### config.mk
export PLATFORM = sky130hd
export DESIGN_NAME = fifo_wr_ctrl
export DESIGN_NICKNAME = d
export VERILOG_FILES = /design/src/rtl/fifo_pkg.sv /design/src/rtl/gray_counter.sv /design/src/rtl/fifo_wr_ctrl.sv
export SDC_FILE = /design/constraint.sdc
export NUM_CORES = 1
export LEC_CHECK = 0
export CORE_AREA = 10 10 47 49
export CTS_BUF_LIST = sky130_fd_sc_hd__clkbuf_4 sky130_fd_sc_hd__clkbuf_8
export CTS_CLUSTER_DIAMETER = 150
export DETAILED_ROUTE_END_ITERATION = 7
export DIE_AREA = 0 0 57 59
export GPL_TIMING_DRIVEN = 1
export PLACE_DENSITY = 0.79
export SLEW_MARGIN = 40
export SYNTH_ARGS = -nofsm -noshare
export SYNTH_HDL_FRONTEND = slang
export SYNTH_HIERARCHICAL = 1
export SYNTH_SLANG_ARGS = --single-unit
### constraint.sdc
create_clock -name clk_i -period 4.6 [get_ports clk_i]
set_input_delay 0.92 -clock clk_i [delete_from_list [all_inputs] [get_ports clk_i]]
set_output_delay 0.92 -clock clk_i [all_outputs]
set_load 0.01 [all_outputs]
### src/rtl/fifo_pkg.sv
// Shared async-FIFO helpers: pointer/depth derivation and Gray conversions,
// used by both the write- and read-side controllers and the synchronizer.
package fifo_pkg;

    localparam int ADDR_WIDTH_DFLT = 4;

    function automatic int ptr_width(input int addr_width);
        return addr_width + 1;
    endfunction

    function automatic int fifo_depth(input int addr_width);
        return 1 << addr_width;
    endfunction

    // Operates on zero-extended values, so callers may pass any width up to 32.
    function automatic logic [31:0] bin2gray(input logic [31:0] bin);
        return bin ^ (bin >> 1);
    endfunction

    function automatic logic [31:0] gray2bin(input logic [31:0] gray);
        logic [31:0] bin;
        bin[31] = gray[31];
        for (int i = 30; i >= 0; i--) begin
            bin[i] = bin[i+1] ^ gray[i];
        end
        return bin;
    endfunction

endpackage

### src/rtl/gray_counter.sv
// Enable-gated binary + Gray pointer register pair with synchronous reset.
// Shared by the write- and read-side FIFO controllers.
module gray_counter
    import fifo_pkg::*;
#(
    parameter int WIDTH = 5
) (
    input  logic             clk_i,
    input  logic             rst_i,
    input  logic             en_i,
    output logic [WIDTH-1:0] bin_o,
    output logic [WIDTH-1:0] gray_o,
    output logic [WIDTH-1:0] bin_next_o
);

    logic [WIDTH-1:0] bin_q, bin_d;
    logic [WIDTH-1:0] gray_q, gray_d;

    always_comb begin
        bin_d  = bin_q + WIDTH'(en_i);
        gray_d = WIDTH'(bin2gray(32'(bin_d)));
    end

    // Gray is registered directly so the synchronizer sees a glitch-free flop output.
    always_ff @(posedge clk_i) begin
        if (rst_i) begin
            bin_q  <= '0;
            gray_q <= '0;
        end else begin
            bin_q  <= bin_d;
            gray_q <= gray_d;
        end
    end

    assign bin_o      = bin_q;
    assign gray_o     = gray_q;
    assign bin_next_o = bin_d;

endmodule

### src/rtl/fifo_wr_ctrl.sv
// Write-domain control for the async FIFO: write pointer, RAM strobe/address,
// full/almost-full/level and sticky overflow. Level tracking is built only when
// FIFO_WR_CTRL_LEVEL_EN is defined; otherwise full comes from a pointer compare.
module fifo_wr_ctrl
    import fifo_pkg::*;
#(
    parameter int ADDR_WIDTH  = ADDR_WIDTH_DFLT,
    parameter int AFULL_LEVEL = 12
) (
    input  logic                  clk_i,
    input  logic                  rst_i,
    input  logic                  wr_ena_i,
    input  logic [ADDR_WIDTH:0]   rd_ptr_i,
    output logic                  wr_en_o,
    output logic [ADDR_WIDTH-1:0] wr_addr_o,
    output logic [ADDR_WIDTH:0]   wr_ptr_gray_o,
    output logic                  full_o,
    output logic                  afull_o,
    output logic [ADDR_WIDTH:0]   level_o,
    output logic                  overflow_o
);

    localparam int PTR_WIDTH = ptr_width(ADDR_WIDTH);
    localparam int DEPTH     = fifo_depth(ADDR_WIDTH);
    localparam logic [PTR_WIDTH-1:0] DEPTH_P = PTR_WIDTH'(DEPTH);

    logic [PTR_WIDTH-1:0] wr_ptr_bin;
    logic [PTR_WIDTH-1:0] wr_ptr_next;
    logic                 full_q, full_d;
    logic                 overflow_q, overflow_d;
    logic                 unused_ptr_msb;

    assign wr_en_o        = wr_ena_i & ~full_q & ~rst_i;
    assign wr_addr_o      = wr_ptr_bin[ADDR_WIDTH-1:0];
    assign unused_ptr_msb = wr_ptr_bin[PTR_WIDTH-1];

    gray_counter #(
        .WIDTH(PTR_WIDTH)
    ) u_wr_ptr (
        .clk_i     (clk_i),
        .rst_i     (rst_i),
        .en_i      (wr_en_o),
        .bin_o     (wr_ptr_bin),
        .gray_o    (wr_ptr_gray_o),
        .bin_next_o(wr_ptr_next)
    );

    // Overflow keys off the registered full, i.e. the same flag that blocked the write.
    always_comb begin
        overflow_d = overflow_q | (wr_ena_i & full_q);
    end

`ifdef FIFO_WR_CTRL_LEVEL_EN
    localparam logic [PTR_WIDTH-1:0] AFULL_P = PTR_WIDTH'(AFULL_LEVEL);

    logic [PTR_WIDTH-1:0] lvl_next;
    logic [PTR_WIDTH-1:0] level_q, level_d;
    logic                 afull_q, afull_d;

    // A stale or bogus read pointer can give lvl_next > DEPTH; saturate rather than wrap.
    always_comb begin
        lvl_next = wr_ptr_next - rd_ptr_i;
        full_d   = (lvl_next >= DEPTH_P);
        afull_d  = (lvl_next >= AFULL_P);
        level_d  = (lvl_next > DEPTH_P) ? DEPTH_P : lvl_next;
    end

    always_ff @(posedge clk_i) begin
        if (rst_i) begin
            level_q <= '0;
            afull_q <= 1'b0;
        end else begin
            level_q <= level_d;
            afull_q <= afull_d;
        end
    end

    assign level_o = level_q;
    assign afull_o = afull_q;
`else
    localparam logic [PTR_WIDTH-1:0] unused_afull_level = PTR_WIDTH'(AFULL_LEVEL);

    // Full when the pointers are exactly one lap apart.
    always_comb begin
        full_d = (wr_ptr_next[PTR_WIDTH-1] != rd_ptr_i[PTR_WIDTH-1])
              && (wr_ptr_next[PTR_WIDTH-2:0] == rd_ptr_i[PTR_WIDTH-2:0]);
    end

    assign level_o = '0;
    assign afull_o = full_q;
`endif

    always_ff @(posedge clk_i) begin
        if (rst_i) begin
            full_q     <= 1'b0;
            overflow_q <= 1'b0;
        end else begin
            full_q     <= full_d;
            overflow_q <= overflow_d;
        end
    end

    assign full_o     = full_q;
    assign overflow_o = overflow_q;

endmodule

Word level (Yosys, flattened, before mapping). Index checks and enable logic that the tools add are counted.

Flip-flop bits (word level): 12. Bits of input ports: 8. Output and inout bits: 18. Logic and storage cells: 15.

Add/subtract/negate cells: 1. Equality and inequality tests: 2. Bitwise gates (word level): 7. Reduce and logical (&&, ||, !) cells: 1.

Operators with widths (number): $add 5x1->5 (1); $xor 5x4->5 (1); $eq 4x4->1 (1); $and 1x1->1 (3); $not 1->1 (2); $logic_and 1x1->1 (1); $ne 1x1->1 (1); $or 1x1->1 (1).

Logic depth before layout (Yosys ltp). Gate-level depths: netlist of run 1.

Depth after elaboration: 6. Depth in mapped cells: 9. Gate-level depth less buffers: 8.

By module. Netlist of run 1, hierarchy kept.

By module, submodules not included: gray_counter (instances 1, cells an instance 34, area an instance 359.1 um^2, sequential area each 180.2 um^2); fifo_wr_ctrl (instances 1, cells an instance 19, area an instance 165.2 um^2, sequential area each 40.0 um^2).

Least setup slack after synthesis of run 1. OpenSTA, ideal clock, no wires.

Kind: input to register. Start: in rst_i. End: reg full_q, in the netlist afull_o. Library setup time: 0.116 ns. Arrival time: 2.453 ns. Data required time: 4.484 ns. Setup slack: 2.031 ns. Stages on the path: 9. Path buffers: 1. Path through: nor3b_1 ha_1 ha_1 nand3_1 xor2_1 inv_1 buf_4 xnor2_1 nor3_2.

Cells in the longest elaborated chain, start to end: 5. Elaborated cells on any way between the ends: 6. Those cells by class: add/sub (1); eq/ne (2); bitwise (2); reduce/logical (1).

RTL lines: start: declaration (line fifo_wr_ctrl.sv:11) `input logic rst_i,`; $not 1->1 (line fifo_wr_ctrl.sv:33) `assign wr_en_o = wr_ena_i & ~full_q & ~rst_i;`; $and 1x1->1 (line fifo_wr_ctrl.sv:33); $add 5x1->5 (line gray_counter.sv:20) `bin_d = bin_q + WIDTH'(en_i);`; named net wr_ptr_next[4] (line fifo_wr_ctrl.sv:28) `logic [PTR_WIDTH-1:0] wr_ptr_next;`; $ne 1x1->1 (line fifo_wr_ctrl.sv:85) `full_d = (wr_ptr_next[PTR_WIDTH-1] != rd_ptr_i[PTR_WIDTH-1])`; $logic_and 1x1->1 (line fifo_wr_ctrl.sv:86) `&& (wr_ptr_next[PTR_WIDTH-2:0] == rd_ptr_i[PTR_WIDTH-2:0]);`; end signal: assignment (line fifo_wr_ctrl.sv:98) `full_q <= full_d;`; end: declaration (line fifo_wr_ctrl.sv:29) `logic full_q, full_d;`.

The timed path passes the listed nets, and every way through them passes these cells. A chain may end at the register's enable or synchronous reset.

Worst setup path in the final report of run 1.
Start: in rst_i. End: out wr_en_o.

Cells in the longest elaborated chain, start to end: 2.

RTL lines: $not 1->1 (line fifo_wr_ctrl.sv:33); $and 1x1->1 (line fifo_wr_ctrl.sv:33); end: declaration (line fifo_wr_ctrl.sv:14) `output logic wr_en_o,`.

Every way passes these cells.

==> impl_metrics.csv, run 1 <==
group,metric,value,unit
yosys,yosysSeqAreaShare,42.0,%
clock_tree,htree_levels,1,
flow_run,maxCapViolCount,0,
drt,wl,1.07,mm
yosys,syn_inst,53,
yosys,synth_area,524,µm²
power_and_ir_drop,clkPwrFrac,35.2,%
place,dp_cells,84,
drt,vias,365,
drt,drtPass1Iterations,1,
floorplan,core,1400,µm²
finish,final_cells,88,
global_route,grt_antenna_before_repair,0,
finish,finish.instance_area,726,µm²
yosys,synth.avg_cell_area,9.89,µm²
clock_tree,postCtsHoldBufs,0,
clock_tree,numCtsBuffers,3,
timing,fin_crit,3380,ps
clock_tree,clkTransAtPathRegs,70,ps
worst_setup_path,cp.arrival,2460,ps
power_and_ir_drop,irDropWorstVdd,0.000162,V
yosys,synthSimpleGateAreaFrac,15.0,%
yosys,synthArstFlopShare,0,%
floorplan,ios,26,
clock_tree,cts_setup_buffers,0,
global_route,grt_pass1_vias,394,
yosys,ys_ff_latch,11,
yosys,synth-compound-area-share,0.955,%
global_route,grt-ovfl-total,0,
timing,hold_slack,490,ps
yosys,yosys.area_share.xor_xnor,22.9,%
global_route,grt_pass1_wl,1.70,mm
floorplan,start_util,37.4,%
drt,ant_nets,0,
drt,via_per_inst,4.15,
floorplan,die_w,57,µm
power_and_ir_drop,pwr-share-seq,49.6,%
finish,syn2layout_area_growth,38.4,%
clock_tree,clk_latency,260,ps
clock_tree,cts-root-buf,"clkbuf_4",
worst_setup_path,cp-end-kind,"primary output",
yosys,synth_edf_count,0,
power_and_ir_drop,p_per_area,276,nW/µm²
timing,drv_slew,0,
power_and_ir_drop,power_leakage,0.000296,µW
global_route,grt_max_degree,13,
place,gp_congestion,0.703,
finish,nNetsFinal,83,
drt,drc_errors,0,
place,dpl_cell_area,696,µm²
worst_setup_path,crit_fanout,12,
yosys,yosys_warnings,6,
worst_setup_path,startpoint_type,"primary input",
place,portBuffers,20,
timing,clock_skew,5.10,ps
floorplan,die_h,59,µm
clock_tree,cts_tree,"built",
worst_hold_path,hold_class,"register to register",
place,hpwl,913,µm
timing,hold_viol,0,
power_and_ir_drop,switching_share,22.5,%
finish,antenna_cells,0,
yosys,synthMuxAreaShare,0,%
power_and_ir_drop,p_int,155,µW
clock_tree,ctsResizeCount,0,
timing,finalCritPeriodShare,73.5,%
yosys,synth_cell_types,16,
yosys,synth_top_flop_cell,"dfxtp_1",
yosys,synth_top_family_by_area,"XOR/XNOR gates",
yosys,synth_fa_ha_area_share,4.77,%
drt,wl_per_cell,12.1,µm
global_route,grt_usage,6.55,%
finish,drive_gt1_share,9.72,%
status,outcome,"complete, no violations",
clock_tree,cts_buffer_depth,2,
worst_setup_path,setup.worst_path.class,"primary input to primary output",
drt,drt_iter0_drc,0,
worst_setup_path,crit_required,3680,ps
timing,fmax,296,MHz
power_and_ir_drop,combPwrFrac,15.1,%
floorplan,die_area,3360,µm²
clock_tree,cts.sinks,11,
timing,grt_setup_unrepaired,"no",
power_and_ir_drop,power.switching,45.0,µW
floorplan,fp-row-count,14,
timing,finalSetupViolations,0,
timing,setup_tns,0,ps
finish,final_util,51.8,%
==> layout by cell type (no fill, tap or decap), drive strengths merged <==
master,netlist,routed
nor2b,3,3
a21oi,1,1
xor2,4,4
dfxtp,11,11
nand4,1,1
conb,1,5
clkdlybuf4s50,0,20
clkbuf,1,4
xnor2,8,8
nand3,2,2
ha,2,2
inv,2,2
nor3,1,1
nor2,7,7
nor3b,1,1
==> power groups by stage <==
stage	Sequential (µW)	Combinational [µW]	Clock [µW]
2_1_floorplan	103	17.3	0
3_3_place_gp	101	30.4	0
3_5_place_dp	102	30.5	0
4_1_cts	99.3	30.7	72.8
5_1_grt	99.6	33.3	79.0
6_report	99.3	30.3	70.4
==> synth_stat cells (2+ instances only) <==
cell type   n  area, µm²
ha_1        2       25.0
nand3_1     2       10.0
dfxtp_1    11        220
nor2b_1     3       18.8
xor2_1      2       17.5
inv_1       2       7.51
buf_4       8       60.1
nor2_1      7       26.3
xor2_2      2       32.5
xnor2_1     8       70.1
==> state kept, by name, indices dropped and copies added (netlist names) <==
| register | count |
|---|---|
| overflow_o | 1 |
| u_wr_ptr/bin_o | 5 |
| afull_o | 1 |
| u_wr_ptr/gray_o | 4 |
==> worst paths after layout <==
path | from | to | slack, ps | depth (start not counted)
setup / recovery | rst_i | wr_en_o | 1220 | 3
hold reg to reg | overflow_o | overflow_o | 490 | 2
setup reg to reg | afull_o | afull_o | 2710 | 8
hold / removal | overflow_o | overflow_o | 490 | 2
==> critical path, cell delays in order <==
cell	delay (ps)
clkdlybuf4s50_1	610
nor3b_1	340
clkdlybuf4s50_1	590
==> cell families after synthesis <==
kind of cell	count (synthesis)
DFF	11
and+or+nand+nor	15
xor gates and xnor gates	12
other	1
AOI/OAI and AO/OA	1
buffers and inverters	11
adders and majority gates	2
==> metal layers <==
layer	vias up	track usage (%)	share of wire, %
met5	-	0	0
met2	9	11.8	58
li1	187	-	-
met3	0	3.43	9.2
met1	169	5.62	33
met4	0	4.03	0
==> stage by stage <==
step                      worst slack, ps  total power (µW)
after floorplan                      2030               120
after global placement               1220               132
after detailed placement             1190               132
after CTS                            1190               203
after global routing                 1100               212
final                                1220               200
==> area by class of cell <==
class                   instances  area (µm²)
repair buffers                 20         200
flip-flops and latches         11         220
well taps                      16        20.0
fillers                       139         676
multi-input cells              35         248
inverters                       2        7.51
clock buffers                   4        30.0
(Power assumes the default switching activity.)
==> run 2, diff against run 1 <==
--- a/config.mk
+++ b/config.mk
@@ -5,13 +5,13 @@
 export SDC_FILE = /design/constraint.sdc
 export NUM_CORES = 1
 export LEC_CHECK = 0
-export CORE_AREA = 10 10 47 49
+export CORE_MARGIN = 10
+export CORE_UTILIZATION = 36
 export CTS_BUF_LIST = sky130_fd_sc_hd__clkbuf_4 sky130_fd_sc_hd__clkbuf_8
 export CTS_CLUSTER_DIAMETER = 150
 export DETAILED_ROUTE_END_ITERATION = 7
-export DIE_AREA = 0 0 57 59
 export GPL_TIMING_DRIVEN = 1
-export PLACE_DENSITY = 0.79
+export PLACE_DENSITY = 0.76
 export SLEW_MARGIN = 40
 export SYNTH_ARGS = -nofsm -noshare
 export SYNTH_HDL_FRONTEND = slang
==> constraint.sdc (replaced) <==
create_clock -name clk_i -period 2.94 [get_ports clk_i]
set_input_delay 0.588 -clock clk_i [delete_from_list [all_inputs] [get_ports clk_i]]
set_output_delay 0.588 -clock clk_i [all_outputs]
set_load 0.01 [all_outputs]
==> run 2 against run 1 <==
Against the previous run: utilization is 3.1 points higher; flip-flop and latch count stayed put; clock skew is 1.6 ps lower; largest power group unchanged.
==> impl_metrics.csv, run 2 (same netlist as run 1, synthesis figures left out) <==
group,metric,value,unit
clock_tree,cts_buffer_depth,2,
timing,hold_viol,0,
place,hpwl,972,µm
clock_tree,cts-root-buf,"clkbuf_4",
worst_setup_path,setup.worst_path.class,"primary input to primary output",
global_route,grt_pass1_wl,1.95,mm
timing,clock_skew,3.47,ps
finish,layout_common_cells,"clkdlybuf4s50_1, dfxtp_1, xnor2_1",
worst_setup_path,crit_fanout,2,
floorplan,fp-row-count,13,
global_route,grt_antenna_before_repair,0,
power_and_ir_drop,power_leakage,0.000301,µW
worst_setup_path,crit_buf_inv,2,
finish,drive_gt1_share,11.0,%
place,gp_congestion,0.669,
timing,drv_slew,0,
worst_setup_path,crit_chain,"clkdlybuf4s50_1 > nor3b_1 > clkdlybuf4s50_1",
worst_setup_path,crit_top_cell,"clkdlybuf4s50_1",
finish,fillCellCount,128,
clock_tree,cts.sinks,11,
global_route,grt_usage,7.52,%
drt,drtPass1Iterations,2,
finish,largest_reg_flops,5,
clock_tree,clk_latency,260,ps
finish,syn2layout_area_growth,39.6,%
worst_setup_path,startpoint_type,"primary input",
status,outcome,"complete, no violations",
power_and_ir_drop,p_per_area,429,nW/µm²
clock_tree,postCtsHoldBufs,0,
timing,grt_setup_unrepaired,"no",
power_and_ir_drop,irDropWorstVdd,0.000199,V
worst_setup_path,cp-end-kind,"primary output",
floorplan,die_area,3380,µm²
finish,final_common_cell,"clkdlybuf4s50_1",
floorplan,die_w,58.2,µm
drt,via_per_inst,4.30,
drt,wl,1.13,mm
finish,antenna_cells,0,
clock_tree,ctsResizeCount,0,
global_route,grt_max_degree,12,
place,portBuffers,20,
drt,drc_errors,0,
worst_setup_path,cp.arrival,1980,ps
floorplan,start_util,39.3,%
clock_tree,htree_levels,1,
floorplan,ios,26,
clock_tree,cts_tree,"built",
clock_tree,cts_setup_buffers,0,
timing,finalSetupViolations,0,
floorplan,core,1330,µm²
worst_setup_path,worst_path_largest_cell_delay,610,ps
drt,ant_nets,0,
timing,fmax,389,MHz
worst_hold_path,hold_class,"register to register",
global_route,grt-ovfl-total,0,
global_route,grt_pass1_vias,429,
clock_tree,clkTransAtPathRegs,70,ps
timing,setup_tns,0,ps
drt,vias,378,
drt,wl_per_cell,12.8,µm
timing,hold_slack,469,ps
timing,finalCritPeriodShare,87.5,%
clock_tree,numCtsBuffers,3,
power_and_ir_drop,power.total,314,µW
worst_setup_path,crit_required,2350,ps
timing,fin_crit,2570,ps
floorplan,die_h,58.2,µm
finish,nNetsFinal,84,
flow_run,maxCapViolCount,0,
worst_setup_path,cp_top_family,"buffers and inverters",
drt,drt_iter0_drc,2,
worst_setup_path,cp_slowest_cell,"clkdlybuf4s50_1",
==> run 2: cell count changes in the layout (fill, tap and decap cells not counted) <==
cell and change:
buf_4 +1
==> run 2: metal layers <==
layer  global-route usage (%)  vias up  share of wire [%]
li1                         -      192                  -
met1                     6.50      170                 35
met2                     12.6       16                 52
met3                     5.45        0                 13
met4                     4.03        0                  0
met5                        0        -                  0
==> run 2: final timing paths <==
| path | from | end | slack, ps | depth (start not counted) |
|---|---|---|---|---|
| max | wr_ena_i | wr_en_o | 370 | 3 |
| min | overflow_o | overflow_o | 470 | 2 |
| max reg2reg | afull_o | afull_o | 1020 | 8 |
| min reg2reg | overflow_o | overflow_o | 470 | 2 |
==> run 2: through the flow <==
step	instances	setup WS [ps]	instance area, µm²	util [%]
final	88	369	732	54.9
after global routing	88	274	732	54.9
after CTS	88	338	732	54.9
after detailed placement	84	255	702	52.6
after global placement	84	391	702	52.6
after floorplan	57	703	539	-
==> run 2: final cells by class <==
class,instances,area (µm²),area share (%)
Multi-Input combinational cell,35,248,33.8
Sequential cell,11,220,30.1
Timing Repair Buffer,21,208,28.4
Clock buffer,4,30.0,4.10
Tap cell,15,18.8,2.56
Inverter,2,7.51,1.03
==> run 2: tightest hold or removal path: cells and delay by family (launching register included) <==
family / cells / cell delay [ps]
DFF: 1 / 330
and+or+nand+nor: 1 / 70
AOI/OAI and AO/OA: 1 / 40
==> run 2: where the power goes <==
| group | switching [µW] | internal [µW] |
|---|---|---|
| Sequential | 1.84 | 153 |
| Combinational | 20.6 | 28.4 |
| Clock | 48.4 | 61.6 |
==> run 3, diff against run 2 <==
--- a/config.mk
+++ b/config.mk
@@ -10,7 +10,6 @@
 export CTS_BUF_LIST = sky130_fd_sc_hd__clkbuf_4 sky130_fd_sc_hd__clkbuf_8
 export CTS_CLUSTER_DIAMETER = 150
 export DETAILED_ROUTE_END_ITERATION = 7
-export GPL_TIMING_DRIVEN = 1
 export PLACE_DENSITY = 0.76
 export SLEW_MARGIN = 40
 export SYNTH_ARGS = -nofsm -noshare
==> results of run 3 <==
No change in the layout: final DEF, timing and power equal those of run 2.
